`config.mk`:
```
export PLATFORM = sky130hd
export DESIGN_NAME = mlp_neuron_seq
export DESIGN_NICKNAME = d
export VERILOG_FILES = /design/src/rtl/mlp_neuron_seq.sv
export SDC_FILE = /design/constraint.sdc
export NUM_CORES = 1
export LEC_CHECK = 0
export CAP_MARGIN = 20
export CORE_ASPECT_RATIO = 0.5
export CORE_MARGIN = 5
export CORE_UTILIZATION = 45
export CTS_CLUSTER_SIZE = 20
export DETAILED_ROUTE_END_ITERATION = 8
export PLACE_DENSITY = 0.77
export SLEW_MARGIN = 10
export SYNTH_ARGS = -nofsm -noshare
export SYNTH_HDL_FRONTEND = slang
export SYNTH_SLANG_ARGS = --single-unit
```
`constraint.sdc`:
```
create_clock -name clk -period 11.7 [get_ports clk]
set_input_delay 1.17 -clock clk [delete_from_list [all_inputs] [get_ports clk]]
set_output_delay 1.17 -clock clk [all_outputs]
set_load 0.05 [all_outputs]
```
`src/rtl/mlp_neuron_seq.sv`:
```
// rtl/mlp_neuron_seq.sv - job sequencer for the signed 4x4 MAC neuron with ReLU output
module mlp_neuron_seq #(
  parameter int LEN_W = 4
) (
  input  logic             clk,
  input  logic             rst_n,
  input  logic             start,
  input  logic [LEN_W-1:0] cfg_len,
  input  logic [15:0]      cfg_bias,
  input  logic             in_valid,
  output logic             in_ready,
  input  logic [3:0]       in_i,
  input  logic [3:0]       in_w,
  output logic             res_valid,
  input  logic             res_ready,
  output logic [15:0]      res_total,
  output logic [15:0]      res_relu,
  output logic             busy
);

  localparam logic [1:0] S_IDLE  = 2'd0;
  localparam logic [1:0] S_ACCUM = 2'd1;
  localparam logic [1:0] S_DONE  = 2'd2;

  localparam logic [LEN_W-1:0] ONE = LEN_W'(1);

  logic [1:0]        state;
  logic [15:0]       acc;
  logic [LEN_W-1:0]  cnt;
  logic [LEN_W-1:0]  len;

  logic signed [7:0] i_ext;
  logic signed [7:0] w_ext;
  logic signed [7:0] prod;
  logic [15:0]       acc_next;
  logic [15:0]       relu_next;
  logic              last_term;

  assign i_ext = {{4{in_i[3]}}, in_i};
  assign w_ext = {{4{in_w[3]}}, in_w};
  assign prod  = i_ext * w_ext;

  // Bit 15 of the running total is dropped and bit 14 re-extended before each add
  assign acc_next  = {acc[14], acc[14:0]} + {{8{prod[7]}}, prod};
  assign relu_next = (!acc_next[15] && (acc_next != 16'h0000)) ? acc_next : 16'h0000;

  // len of 0 wraps to all-ones here, which is exactly the 2^LEN_W-term job
  assign last_term = (cnt == (len - ONE));

  assign in_ready  = (state == S_ACCUM);
  assign res_valid = (state == S_DONE);
  assign busy      = (state != S_IDLE);

  always_ff @(posedge clk) begin
    if (!rst_n) begin
      state     <= S_IDLE;
      acc       <= 16'h0000;
      cnt       <= '0;
      len       <= '0;
      res_total <= 16'h0000;
      res_relu  <= 16'h0000;
    end else begin
      case (state)
        S_IDLE: begin
          if (start) begin
            state <= S_ACCUM;
            acc   <= cfg_bias;
            cnt   <= '0;
            len   <= cfg_len;
          end
        end
        S_ACCUM: begin
          if (in_valid) begin
            acc <= acc_next;
            cnt <= cnt + ONE;
            if (last_term) begin
              state     <= S_DONE;
              res_total <= acc_next;
              res_relu  <= relu_next;
            end
          end
        end
        S_DONE: begin
          if (res_ready) begin
            state <= S_IDLE;
          end
        end
        default: state <= S_IDLE;
      endcase
    end
  end

endmodule
```
# Yosys cells after proc, flatten, opt, wreduce, memory -nomap -nowiden
# Cells that the tools add are included.
totals:
  register_bits: 57
  latch_bits: 0
  mem_bits_rw: 0
  rom_bits: 0
  out_inout_bits: 35
  elab_cells: 39
  mem_count: 0
classes:
  n_addsub: 3
  multipliers: 1
  div_mod_pow: 0
  order_cmp: 0
  eq_ne: 7
  n_shift: 0
  mux: 12
  n_bitwise: 0
  n_reduce_logical: 10
ops:
  columns: ["operator", "n"]
  rows:
  - ["2-to-1 mux 15 bit", 2]
  - ["case mux 15 bit (2 select lines)", 1]
  - ["adder 15 x 8 -> 16 bit", 1]
  - ["2-to-1 mux 16 bit", 1]
  - ["nonzero test 16 bit", 1]
  - ["multiplier 4 x 4 -> 8 bit", 1]
  - ["2-to-1 mux 2 bit", 4]
  - ["2-to-1 mux 4 bit", 2]
  - ["case mux 4 bit (2 select lines)", 1]
  - ["case mux 2 bit (3 select lines)", 1]
  - ["AND reduction 3 bit", 2]
  - ["adder 4 x 1 -> 4 bit (second input constant)", 1]
  - ["== test 4 bit", 1]
  - ["!= test 2 x 1 -> 1 bit (second input constant)", 2]
  - ["!= test 2 bit (second input constant)", 2]
  - ["AND reduction 4 bit", 1]
  - ["nonzero test 2 bit", 2]
  - ["subtractor 4 x 1 -> 4 bit (second input constant)", 1]
  - ["== test 2 x 1 -> 1 bit (second input constant)", 1]
  - ["== test 2 bit (second input constant)", 1]
  - ["logical NOT 2 bit", 1]
  - ["AND reduction 2 bit", 1]
  - ["logical AND 1 bit", 1]
  - ["logical NOT 1 bit", 1]

# Longest topological paths before layout
logic_depth:
  depth_word: 5
  ltp_mapped: 15
  ltp_nobuf: 15

# Worst setup path after synthesis
# No wires, ideal clock.
synth_path:
  kind: "input port to flip-flop"
  from: "input port in_i[3]"
  to: "register res_relu[10]"
  setup_ns: 0.060
  t_arrival_ns: 5.240
  t_required_ns: 11.640
  setup_slack_ns: 6.400
  cell_stages: 14
  cell_sequence: "mux2_2 ha_1 fa_1 inv_1 fa_1 inv_1 ha_1 a21o_1 a221o_1 a221o_1 or4b_4 nand2_4 buf_8 a22o_1"
synth_between:
  elab_chain_cells: 5
synth_rtl:
  columns: ["element", "line", "source"]
  rows:
  - ["start, declared", "12", "input logic [3:0] in_i,"]
  - ["multiplier 4 x 4 -> 8 bit *", "41", "assign prod = i_ext * w_ext;"]
  - ["adder 15 x 8 -> 16 bit *", "44", "assign acc_next = {acc[14], acc[14:0]} + {{8{prod[7]}}, prod};"]
  - ["nonzero test 16 bit or logical NOT 1 bit (tied branches)", "45", "assign relu_next = (!acc_next[15] && (acc_next != 16'h0000)) ? acc_next : 16'h0000;"]
  - ["logical AND 1 bit", "45", null]
  - ["2-to-1 mux 16 bit *", "45", null]
  - ["end signal, assigned", "79", "res_relu <= relu_next;"]
  - ["end, declared", "17", "output logic [15:0] res_relu,"]
# Every way passes the cells marked *; elsewhere a longest branch is shown, timed or not.
# A chain may end at the register's enable or synchronous reset.

# Worst setup path after layout
layout_path:
  from: "input port in_w[0]"
  to: "register res_relu[11]"
layout_between:
  elab_chain_cells: 5
layout_rtl:
  columns: ["element", "line", "source"]
  rows:
  - ["start, declared", "13", "input logic [3:0] in_w,"]
  - ["multiplier 4 x 4 -> 8 bit *", "41", null]
  - ["adder 15 x 8 -> 16 bit *", "44", null]
  - ["nonzero test 16 bit or logical NOT 1 bit (tied branches)", "45", null]
  - ["logical AND 1 bit", "45", null]
  - ["2-to-1 mux 16 bit *", "45", null]
# Marked as above.

==> run_results.csv <==
group,metric,value,unit
layout,diodes,0,
placed_design,gp_congestion,0.8640,
route,wire_per_inst,14.92,um
critical_path,worst_path_most_repeated_cell,"fa_1",
logic_synthesis,mappedNetlistArea,4056,sq um
clock_tree,clkSlewWorstSetupHoldPaths,0.05,ns
grt,gr-total-overflow,0,
critical_path,slowest_delay,0.63,ns
floorplanning,die_h,77.14,um
clock_tree,tritoncts_num_sinks,57,
critical_path,timing.critical_path.slowest_stage_cell,"fa_1",
min_path,min_path_type,"reg -> reg",
clock_tree,tritoncts.num_buffers,9,
clock_tree,cts_tree,"done",
logic_synthesis,synth_sequential_area_ratio,0.2813,
power,total_leakage_power,2.263,nW
sta,fmaxAchievable,172.1,MHz
flow_run,maxcap_viol_count,0,
critical_path,crit_chain,"clkdlybuf4s50_1 -> and2_1 -> fa_1 -> inv_1 -> fa_1 -> fa_1 -> inv_1 -> ha_1 -> a211o_1 -> a21oi_1 -> a21oi_1 -> or4b_4 -> nand2_4 -> a32o_1",
clock_tree,postCtsHoldBufs,0,
floorplanning,die_area,11130,sq um
logic_synthesis,yosysWarningCount,0,
power,p_per_area,164.5,nW/um^2
critical_path,r2r_slack,7.45,ns
layout,final_net_count,622,
sta,finalHoldViolCount,0,
sta,period_share,0.4966,
clock_tree,post_cts.repair.setup_buffers,0,
logic_synthesis,syn_avg_cell_area,8.799,sq um
min_path,hold_end,"res_relu[3]",
critical_path,critical_path.startpoint_type,"input pin",
logic_synthesis,asyncSetResetFlopFracSynth,0,
logic_synthesis,number_of_enable_flip_flop_cells_after_synthesis,0,
sta,setup-violations-final,0,
layout,area_growth,25.66,%
logic_synthesis,yosys.cell_types.count,46,
floorplanning,coreArea,8738,sq um
clock_tree,post_cts_resized,0,
logic_synthesis,ys_dominant_reg_cell,"dfxtp_1",
clock_tree,insertion_delay,0.33,ns
floorplanning,chipWidth,144.3,um
critical_path,timing.reg2reg.worst_path_depth,12,
grt,grt.total_usage,0.1828,
critical_path,path_max_fanout,14,
placed_design,dp.final_hpwl,7342,um
route,drcViolationCount,0,
layout,num-fill-cells,767,
route,route.detailed.vias_per_inst,5.091,
power,vdd.ir_drop.worst,0.08754,mV
critical_path,required_worst_endpoint,11.97,ns
sta,fin_skew,0.008735,ns
min_path,worst_hold_startpoint,"res_relu[3]",
sta,relSlewSlack,0.3434,
min_path,hold_path_depth,1,
critical_path,rr_startpoint,"acc[3]",
critical_path,timing.critical_path.to_type,"flop",
clock_tree,clock_tree.buffer_depth,2,
placed_design,placedInstanceArea,4805,sq um
route,postRouteAntennaNets,0,
route,detail_route.iter0.violations,148,
logic_synthesis,synthesis.nets,558,
route,route.vias.total,3289,
critical_path,worst-path-buf-inv,3,
grt,largest_net_degree_at_the_start_of_global_routing,32,
floorplanning,num_rows,24,
sta,fin_crit,5.811,ns
clock_tree,htreeDepth,3,
floorplanning,initial_cell_density_of_the_core,0.4642,
route,first_pass_iters,4,
floorplanning,top_level_ports,68,
sta,tns,0,ns
placed_design,port_buffers,66,
critical_path,path_delay_family,"adder cells",
route,drt_wl_total,9638,um
layout,drive_above_1_share,0.04915,
critical_path,worst_r2r_endpoint,"res_relu[11]",
grt,first_global_vias,3250,
layout,final_area,5097,sq um
clock_tree,ctsRootBufferMaster,"clkbuf_16",
sta,hold_ws,0.4569,ns
layout,multi_input_area,2566,sq um
grt,grt_antenna_before_repair,0,
sta,setup_repair_after_global_routing_missed_its_margin,"no",
layout,regArea,1141,sq um
logic_synthesis,synth-seq-cells,57,
critical_path,critPathArrivalTime,6.08,ns
logic_synthesis,synthCells,461,
status,run_status,"completed",
sta,final_max_slew_viol_count,0,
grt,grt_first_pass_wirelength,15980,um
sta,tightestPinTransition,0.9825,ns
critical_path,critical_path_class,"in -> reg",
[synthesized netlist by cell type (2+ instances only)]
library cell / number / area (sq um)
o21ai_0: 11 / 55.05
nor2_1: 36 / 135.1
and2_1: 15 / 93.84
clkbuf_1: 13 / 48.80
a22o_1: 12 / 105.1
fa_1: 30 / 600.6
ha_1: 34 / 425.4
a211oi_1: 4 / 30.03
a21oi_1: 25 / 125.1
or3_1: 4 / 25.02
nand4_1: 2 / 12.51
a21o_1: 6 / 45.04
dfxtp_1: 57 / 1141
nand2_1: 48 / 180.2
buf_2: 2 / 10.01
xnor2_1: 11 / 96.34
xor2_1: 9 / 78.83
nor2b_1: 5 / 31.28
nand2b_1: 8 / 50.05
nor3_1: 4 / 20.02
a31o_2: 2 / 17.52
a221o_1: 2 / 20.02
a311oi_1: 8 / 70.07
o21a_1: 3 / 22.52
mux2i_1: 9 / 90.09
a32o_1: 2 / 20.02
a31oi_1: 4 / 25.02
o2111ai_1: 2 / 17.52
nand3_1: 5 / 25.02
inv_1: 72 / 270.3
[cell families (layout without fill, tap and decap cells)]
family                   count (synthesis)  count (layout)  share of synthesized area
flip-flops                              57              57                     0.2813
XOR/XNOR                                20              20                    0.04318
multiplexers                            10              10                    0.02499
AND/OR/NAND/NOR                        133             133                     0.1585
buffers and inverters                   89             157                    0.08606
adder cells (fa/ha/maj)                 64              64                     0.2529
AO/OA/AOI/OAI                           88              88                     0.1530
[cells in the final DEF, fill, tap and decap left out, drive strengths merged, types with 5 or more instances in the layout]
| cell type | instances |
|---|---|
| ha | 34 |
| nor2b | 5 |
| clkdlybuf4s50 | 66 |
| fa | 30 |
| nand3 | 5 |
| o21ai | 11 |
| nand2 | 49 |
| nor2 | 36 |
| inv | 72 |
| and2 | 15 |
| xor2 | 9 |
| xnor2 | 11 |
| a22o | 12 |
| clkbuf | 9 |
| a21oi | 25 |
| a21o | 6 |
| a311oi | 8 |
| nand2b | 8 |
| dfxtp | 57 |
| mux2i | 9 |
[per-layer routing]
metal,vias to the layer above,global-route usage,part of all wire
li1,1653,-,-
met1,1558,0.2275,0.45
met2,64,0.3071,0.49
met3,14,0.04786,0.049
met4,0,0.06238,0.014
met5,-,0,0
[sequential cells by signal (all words and copies together), names as in the netlist]
signal     cells
acc           15
len            4
cnt            4
state          2
res_relu      16
res_total     16
[power breakdown]
part	total [mW]	switching, mW	internal (mW)	leakage [nW]
sequential	0.208	0.00556	0.203	0.464
combinational	0.378	0.229	0.149	1.66
clock	0.252	0.0903	0.162	0.137
[per-stage QoR]
stage / power [mW] / utilization / cells / setup slack, ns
finish: 0.8385 / 0.5833 / 646 / 5.889
global route: 0.9054 / 0.5833 / 646 / 5.617
CTS: 0.8445 / 0.5825 / 645 / 5.878
detailed placement: 0.5871 / 0.5498 / 630 / 5.554
global placement: 0.5783 / 0.5498 / 630 / 5.584
floorplan: 0.4957 / - / 461 / 6.400
[layout make-up]
class	count	area share
flip-flops and latches	57	0.2239
clock inverters	6	0.01178
repair buffers	69	0.1340
inverters	73	0.05400
well taps	117	0.02872
clock buffers	9	0.04418
multi-input cells	315	0.5034
[worst max path at each step]
stage / from / end / slack, ns / depth (start not counted)
after floorplan: in_i[3] / res_relu[10] / 6.40 / 14
after CTS: in_w[0] / res_relu[11] / 5.88 / 14
final: in_w[0] / res_relu[11] / 5.89 / 14
after detailed placement: in_i[3] / res_relu[13] / 5.55 / 14
after global placement: in_i[3] / res_relu[11] / 5.58 / 14
after global routing: in_w[3] / res_relu[13] / 5.62 / 14
Power figures use the tool's default switching activity.
